$ cat src/rtl/adder_defs.vh
// Shared mode encodings and default geometry for the pipelined adder.
`ifndef ADDER_DEFS_VH
`define ADDER_DEFS_VH

`define ADDER_MODE_ADD 1'b0
`define ADDER_MODE_SUB 1'b1
`define ADDER_DEFAULT_WIDTH 32
`define ADDER_DEFAULT_STAGES 4

`endif

$ cat src/rtl/pipe_adder_pkg.sv
// Types, defaults and the overflow helper shared by the pipelined adder files.
package pipe_adder_pkg;
`include "adder_defs.vh"

  typedef enum logic {
    MODE_ADD = `ADDER_MODE_ADD,
    MODE_SUB = `ADDER_MODE_SUB
  } mode_e;

  localparam int DEFAULT_WIDTH  = `ADDER_DEFAULT_WIDTH;
  localparam int DEFAULT_STAGES = `ADDER_DEFAULT_STAGES;

  // Signed overflow from the MSBs of the two addends (b already inverted for sub).
  function automatic logic signed_ovf(input logic a_msb, input logic b_msb, input logic s_msb);
    return (a_msb == b_msb) && (s_msb != a_msb);
  endfunction

endpackage

$ cat src/rtl/adder_stage.sv
// One pipeline slice: ripple-adds operand slice IDX with the incoming carry and
// registers the partial sum, carry and operands behind a valid/ready register.
module adder_stage #(
  parameter int WIDTH = 32,
  parameter int SLICE = 8,
  parameter int IDX   = 0
) (
  input  logic             clk,
  input  logic             rst,
  input  logic             in_valid,
  output logic             in_ready,
  input  logic [WIDTH-1:0] in_a,
  input  logic [WIDTH-1:0] in_b,
  input  logic [WIDTH-1:0] in_sum,
  input  logic             in_carry,
  output logic             out_valid,
  input  logic             out_ready,
  output logic [WIDTH-1:0] out_a,
  output logic [WIDTH-1:0] out_b,
  output logic [WIDTH-1:0] out_sum,
  output logic             out_carry
);

  localparam int LO = IDX * SLICE;

  logic [SLICE:0]   c;
  logic [SLICE-1:0] slice_sum;
  logic [WIDTH-1:0] sum_next;

  assign c[0] = in_carry;

  for (genvar i = 0; i < SLICE; i++) begin : g_bit
    full_adder u_fa (
      .x    (in_a[LO+i]),
      .y    (in_b[LO+i]),
      .cin  (c[i]),
      .sum  (slice_sum[i]),
      .cout (c[i+1])
    );
  end

  always_comb begin
    sum_next = in_sum;
    sum_next[LO +: SLICE] = slice_sum;
  end

  // Load when empty or when the downstream register is taking our contents.
  assign in_ready = !out_valid || out_ready;

  // Operands travel whole; bits already consumed have no loads and trim away.
  always_ff @(posedge clk or posedge rst) begin
    if (rst) begin
      out_valid <= 1'b0;
      out_a     <= '0;
      out_b     <= '0;
      out_sum   <= '0;
      out_carry <= 1'b0;
    end else if (in_ready) begin
      out_valid <= in_valid;
      if (in_valid) begin
        out_a     <= in_a;
        out_b     <= in_b;
        out_sum   <= sum_next;
        out_carry <= c[SLICE];
      end
    end
  end

endmodule

$ cat src/rtl/full_adder.sv
// One-bit full adder cell used to build ripple chains.
module full_adder (
  input  logic x,
  input  logic y,
  input  logic cin,
  output logic sum,
  output logic cout
);

  assign sum  = x ^ y ^ cin;
  assign cout = (x & y) | (cin & (x ^ y));

endmodule

$ cat src/rtl/pipe_adder.sv
// Pipelined add/subtract with valid/ready flow control; STAGES slices of
// WIDTH/STAGES bits each, carry registered between slices.
module pipe_adder
  import pipe_adder_pkg::*;
#(
  parameter int WIDTH  = DEFAULT_WIDTH,
  parameter int STAGES = DEFAULT_STAGES
) (
  input  logic             clk,
  input  logic             rst,
  input  logic             in_valid,
  output logic             in_ready,
  input  logic [WIDTH-1:0] a,
  input  logic [WIDTH-1:0] b,
  input  logic             ci,
  input  logic             sub,
  output logic             out_valid,
  input  logic             out_ready,
  output logic [WIDTH-1:0] s,
  output logic             co,
  output logic             ovf
);

  localparam int SLICE = WIDTH / STAGES;

  // Handshake: a transfer happens on a rising edge where valid && ready; a
  // producer holds valid and data until then. Ready ripples back combinationally
  // from out_ready; valid only moves forward through registers.
  logic             vld        [STAGES+1];
  logic             rdy        [STAGES+1];
  logic [WIDTH-1:0] a_pipe     [STAGES+1];
  logic [WIDTH-1:0] b_pipe     [STAGES+1];
  logic [WIDTH-1:0] sum_pipe   [STAGES+1];
  logic             carry_pipe [STAGES+1];
  logic             is_sub;

  assign is_sub = (mode_e'(sub) == MODE_SUB);

  assign vld[0]        = in_valid;
  assign in_ready      = rdy[0];
  assign rdy[STAGES]   = out_ready;
  assign a_pipe[0]     = a;
  assign b_pipe[0]     = is_sub ? ~b : b;
  assign sum_pipe[0]   = '0;
  assign carry_pipe[0] = is_sub ? 1'b1 : ci;

  for (genvar k = 0; k < STAGES; k++) begin : g_stage
    adder_stage #(
      .WIDTH (WIDTH),
      .SLICE (SLICE),
      .IDX   (k)
    ) u_stage (
      .clk       (clk),
      .rst       (rst),
      .in_valid  (vld[k]),
      .in_ready  (rdy[k]),
      .in_a      (a_pipe[k]),
      .in_b      (b_pipe[k]),
      .in_sum    (sum_pipe[k]),
      .in_carry  (carry_pipe[k]),
      .out_valid (vld[k+1]),
      .out_ready (rdy[k+1]),
      .out_a     (a_pipe[k+1]),
      .out_b     (b_pipe[k+1]),
      .out_sum   (sum_pipe[k+1]),
      .out_carry (carry_pipe[k+1])
    );
  end

  assign out_valid = vld[STAGES];
  assign s         = sum_pipe[STAGES];
  assign co        = carry_pipe[STAGES];
  assign ovf       = signed_ovf(a_pipe[STAGES][WIDTH-1], b_pipe[STAGES][WIDTH-1],
                                sum_pipe[STAGES][WIDTH-1]);

endmodule

$ cat config.mk
export PLATFORM = sky130hd
export DESIGN_NAME = pipe_adder
export DESIGN_NICKNAME = d
export VERILOG_FILES = /design/src/rtl/pipe_adder_pkg.sv /design/src/rtl/adder_stage.sv /design/src/rtl/full_adder.sv /design/src/rtl/pipe_adder.sv
export VERILOG_INCLUDE_DIRS = /design/src /design/src/rtl
export SDC_FILE = /design/constraint.sdc
export NUM_CORES = 1
export LEC_CHECK = 0
export CAP_MARGIN = 20
export CORE_UTILIZATION = 45
export CTS_CLUSTER_DIAMETER = 50
export DETAILED_ROUTE_END_ITERATION = 8
export PLACE_DENSITY_LB_ADDON = 0.2
export SETUP_SLACK_MARGIN = 0.4
export SLEW_MARGIN = 20
export SYNTH_ARGS = -nofsm -noshare
export SYNTH_HDL_FRONTEND = slang
export SYNTH_SLANG_ARGS = --single-unit
$ cat constraint.sdc
create_clock -name clk -period 6.3 [get_ports clk]
set_input_delay 0.63 -clock clk [delete_from_list [all_inputs] [get_ports clk]]
set_output_delay 0.63 -clock clk [all_outputs]
set_load 0.01 [all_outputs]
# Word level (Yosys, flattened, before mapping)
# Cells that the tools add are included.
[totals]
regBits = 344
input_bits = 70
wordCells = 198
output_inout_bits = 36
[op_classes]
reduce_logical = 13
n_eq_ne = 2
muxes = 2
n_bitwise = 161
[ops]
columns = ["cell", "count"]
rows = [
  ["$and A1 B1 Y1", 64],
  ["$xor A1 B1 Y1", 64],
  ["$mux W32", 1],
  ["$not A32 Y32", 1],
  ["$or A1 B1 Y1", 32],
  ["$reduce_and A2 Y1", 4],
  ["$logic_not A1 Y1", 4],
  ["$logic_or A1 B1 Y1", 4],
  ["$eq A1 B1 Y1", 1],
  ["$logic_and A1 B1 Y1", 1],
  ["$mux W1", 1],
  ["$ne A1 B1 Y1", 1],
]

# Longest topological paths before layout
[logic_depth]
word_depth = 19
mapped_depth = 13
mapped_depth_nobuf = 12

# Cells and area by module
# Synthesis repeated with hierarchy kept, for this count alone.
[unflattened]
hier_cells = 909
hier_area_um2 = 16067.9
[by_module_without_submodules]
columns = ["module", "area_per_inst_um2", "n_inst", "cells_per_inst", "seq_area_each_um2"]
rows = [
  ["adder_stage", 3762.4, 4, 209, 2452.4],
  ["full_adder", 20.0, 32, 1, 0.0],
  ["pipe_adder", 377.9, 1, 41, 0.0],
]

# Worst setup path after synthesis
# OpenSTA, ideal clock, no wires.
[synth_timing]
path_kind = "input -> register"
startpoint = "input sub"
endpoint = "register g_stage[0].u_stage.out_sum[7]"
path_stages = 13
arrival_time_ns = 4.617
n_path_buf = 2
setup_time_ns = 0.125
t_required_ns = 6.175
slack_ns = 1.558
cell_sequence = "clkbuf_1 > buf_2 > xnor2_1 > fa_1 > fa_1 > fa_1 > fa_1 > fa_1 > fa_1 > fa_1 > inv_1 > fa_1 > mux2_2"
[synth_between]
elab_chain_cells = 17
word_cells_on_any_way = 32
classes_between = "2 x mux; 30 x bitwise"
[synth_rtl]
columns = ["element", "line_no", "rtl"]
rows = [
  ["start, declared", "pipe_adder.sv:16", "input logic sub,"],
  ["$mux W32", "pipe_adder.sv:43", "assign b_pipe[0] = is_sub ? ~b : b;"],
  ["$xor A1 B1 Y1", "full_adder.sv:11", "assign cout = (x & y) | (cin & (x ^ y));"],
  ["$and A1 B1 Y1", "full_adder.sv:11", ""],
  ["$or A1 B1 Y1", "full_adder.sv:11", ""],
  ["$and A1 B1 Y1", "full_adder.sv:11", ""],
  ["$or A1 B1 Y1", "full_adder.sv:11", ""],
  ["$and A1 B1 Y1", "full_adder.sv:11", ""],
  ["$or A1 B1 Y1", "full_adder.sv:11", ""],
  ["[... 2 more ...]", "-", ""],
  ["$and A1 B1 Y1", "full_adder.sv:11", ""],
  ["$or A1 B1 Y1", "full_adder.sv:11", ""],
  ["$and A1 B1 Y1", "full_adder.sv:11", ""],
  ["$or A1 B1 Y1", "full_adder.sv:11", ""],
  ["$and A1 B1 Y1", "full_adder.sv:11", ""],
  ["$or A1 B1 Y1", "full_adder.sv:11", ""],
  ["$xor A1 B1 Y1 (*)", "full_adder.sv:10", "assign sum = x ^ y ^ cin;"],
  ["net g_stage[0].u_stage.g_bit[7].u_fa.sum", "full_adder.sv:6", "output logic sum,"],
  ["end signal, assigned", "adder_stage.sv:63", "out_sum <= sum_next;"],
  ["end, declared", "adder_stage.sv:20", "output logic [WIDTH-1:0] out_sum,"],
]
# The timed path passes the listed nets; every way through them passes the cells marked *.
# A chain may end at the register's enable or synchronous reset.

# Worst setup path after layout
# Same ends and word-level chain as after synthesis.

==> out/results.txt <==
Status: complete, no violations
CP Data Required Time: 6590 ps
Crit Path Max Fanout: 19
CTS root buffer: clkbuf_16
Final setup viols: 0
Post-CTS sizing: 0
Setup crit start kind: input port
Worst skew pair latency: 410 ps
Total gr overflow: 0
Final Cycle Share: 71.3%
CTS max path bufs: 2
Reg power frac: 46.3%
Synthesized area: 8070 sq um
Peak supply drop: 233 uV
Cell Count, Final, Fillers Out: 863
I/O pins: 106
Cts hold-fix bufs: 0
Sw frac: 27.9%
Clock transition at path regs: 60 ps
Routed vias/inst: 4.88
CP endpoint kind: flop
Switching power: 1130 uW
RePlAce Congestion: 0.705
Hold Crit Class: reg -> reg
Pre-CTS setup slack: 1330 ps
Clock Skews: 8.33 ps
Hold Fails Final Rpt: 0
Global-route wire length before repair: 23400 um
Routed wire length: 14000 um
GRT Util Overall: 16.9%
Starting DRT DRC Count: 141
Share of layout cells above drive strength 1: 30.1%
Cts bufs inserted: 17
Setup TNS: 0 ps
Die area: 18500 sq um
R2R setup slack: 2090 ps
Synth warn: 0
Maxcap violations: 0
Leak pwr: 0.00431 uW
Area Overhead vs Synth: 21.7%
Max Clock Freq: 223 MHz
Core Area: 17400 sq um
Router iterations before antenna repair: 4
Max-slew headroom: 30.2%
DPL Wire Length: 9270 um
Mapped Nets: 628
# nets final: 732
Largest net degree at the start of global routing: 121
Crit path DAT: 4780 ps
Post-route DRC: 0
Crit Path Category: in -> reg
Vias in the first global route: 4567
Vias after detailed routing: 4215
Power Internal: 2920 uW
Initial antenna violation count: 0
Die H: 136 um
Placed inst area: 9310 sq um
Tmin final: 4490 ps
Setup WS post-layout: 1810 ps
Register area share after synthesis: 57.7%
Initial core utilization: 46.3%
Worst Tran Pin Value: 1040 ps
Yosys cell types: 22
Design area: 9820 sq um
Cells after DPL: 836
CTS HTree Levels: 4
Final slew viol count: 0
Setup Buffers After CTS: 0
Row count: 48
Wire per inst: 16.2 um
RSZ-0062 raised after global routing: false
ANT cells: 0
Final ANT Viol Nets: 0
Flops & latches, synth: 186
Clock power frac: 23.0%
CTS tree: built
Die X: 136 um
Avg Cell Area, Syn: 15.3 sq um
Port bufs: 105
Post-Synthesis Cells: 526
Pwr Density: 412 nW/um^2
CTS sink count: 186
Comb pwr share: 30.6%
stage by stage:
step / hold WS [ps] / power, uW / util, %
after global routing: 515 / 4350 / 56.4
after global placement: 482 / 3100 / 53.5
final: 495 / 4050 / 56.4
after CTS: 501 / 4120 / 56.4
after floorplan: 470 / 2650 / -
after detailed placement: 487 / 3170 / 53.5
worst max-delay path, stage by stage:
cell and delay, ps:
buf_2 450, xnor2_1 190, fa_1 420, fa_1 390
fa_1 380, fa_1 380, fa_1 390, fa_1 400
fa_1 380, inv_1 80, fa_1 410, mux2_2 270
metal layers:
layer | vias up | part of all wire [%] | GRT usage, %
li1 | 1959 | - | -
met1 | 2166 | 45 | 22.2
met2 | 82 | 50 | 27.9
met3 | 8 | 4.4 | 4.36
met4 | 0 | 0.76 | 4.26
met5 | - | 0 | 0
logic make-up (layout without fill, tap and decap cells):
kind of cell | count (synthesis) | in the layout | synth area share, %
flops | 186 | 186 | 57.7
mux | 171 | 171 | 24.6
buf+inv | 66 | 178 | 3.69
fa+ha+maj | 32 | 32 | 7.94
xor+xnor | 32 | 32 | 3.47
compound gates | 24 | 24 | 1.58
simple gates | 15 | 15 | 1.04
Yosys cell counts:
cell type | count | area share [%]
dfrtp_1 | 186 | 58
mux2_2 | 136 | 19
inv_1 | 42 | 2.0
fa_1 | 32 | 7.9
xor2_1 | 23 | 2.5
mux2_4 | 21 | 3.9
o21ai_0 | 21 | 1.3
buf_2 | 16 | 0.99
mux2i_1 | 14 | 1.7
xnor2_1 | 9 | 0.98
nand2_1 | 6 | 0.28
buf_6 | 4 | 0.56
clkbuf_1 | 4 | 0.19
nand2b_1 | 4 | 0.31
a21boi_2 | 1 | 0.14
a21oi_1 | 1 | 0.062
a31oi_1 | 1 | 0.078
and4b_1 | 1 | 0.12
nand3b_1 | 1 | 0.093
nand4b_1 | 1 | 0.11
nor2_1 | 1 | 0.046
or3_1 | 1 | 0.078
power by group through the flow:
| stage | Combinational, uW | Sequential [uW] | Clock [uW] |
|---|---|---|---|
| after floorplan | 777 | 1880 | 0 |
| after global placement | 1220 | 1880 | 0 |
| after detailed placement | 1270 | 1900 | 0 |
| after CTS | 1270 | 1880 | 966 |
| after global routing | 1400 | 1940 | 1010 |
| final | 1240 | 1880 | 932 |
cells in the final DEF, fill, tap and decap left out, drive strengths merged:
cell type / n
dfrtp: 186
mux2: 157
clkdlybuf4s50: 104
inv: 42
fa: 32
xor2: 23
clkbuf: 23
o21ai: 21
mux2i: 14
xnor2: 9
nand2: 6
buf: 5
nand2b: 4
clkinv: 4
nand4b: 1
and4b: 1
a21boi: 1
nand3b: 1
a21oi: 1
a31oi: 1
nor2: 1
or3: 1
sequential cells by signal, summed over array words and instances (netlist names):
name	cells
g_stage.u_stage.out_sum	80
g_stage.u_stage.out_valid	4
g_stage.u_stage.out_carry	4
g_stage.u_stage.out_b	49
g_stage.u_stage.out_a	49
cell type report:
class	count	area (sq um)
clock buffer	23	488
clock inverter	4	20.0
fill	1387	7600
inverter	42	165
multi-input combinational	274	3130
sequential	186	4650
tap	225	282
timing repair buffer	109	1080
worst paths after layout:
check / startpoint / end / cells after the start
hold reg to reg: g_stage[1].u_stage.out_b[24]$_DFFE_PP0P_ / g_stage[2].u_stage.out_b[24]$_DFFE_PP0P_ / 1
setup reg to reg: g_stage[1].u_stage.out_carry$_DFFE_PP0P_ / g_stage[2].u_stage.out_sum[23]$_DFFE_PP0P_ / 12
hold / removal: g_stage[1].u_stage.out_b[24]$_DFFE_PP0P_ / g_stage[2].u_stage.out_b[24]$_DFFE_PP0P_ / 1
max in group asynchronous: rst / g_stage[1].u_stage.out_b[28]$_DFFE_PP0P_ / 3
min in group asynchronous: rst / g_stage[3].u_stage.out_carry$_DFFE_PP0P_ / 2
setup / recovery: sub / g_stage[0].u_stage.out_sum[7]$_DFFE_PP0P_ / 12
No activity file was read; power rests on OpenSTA's default activity.
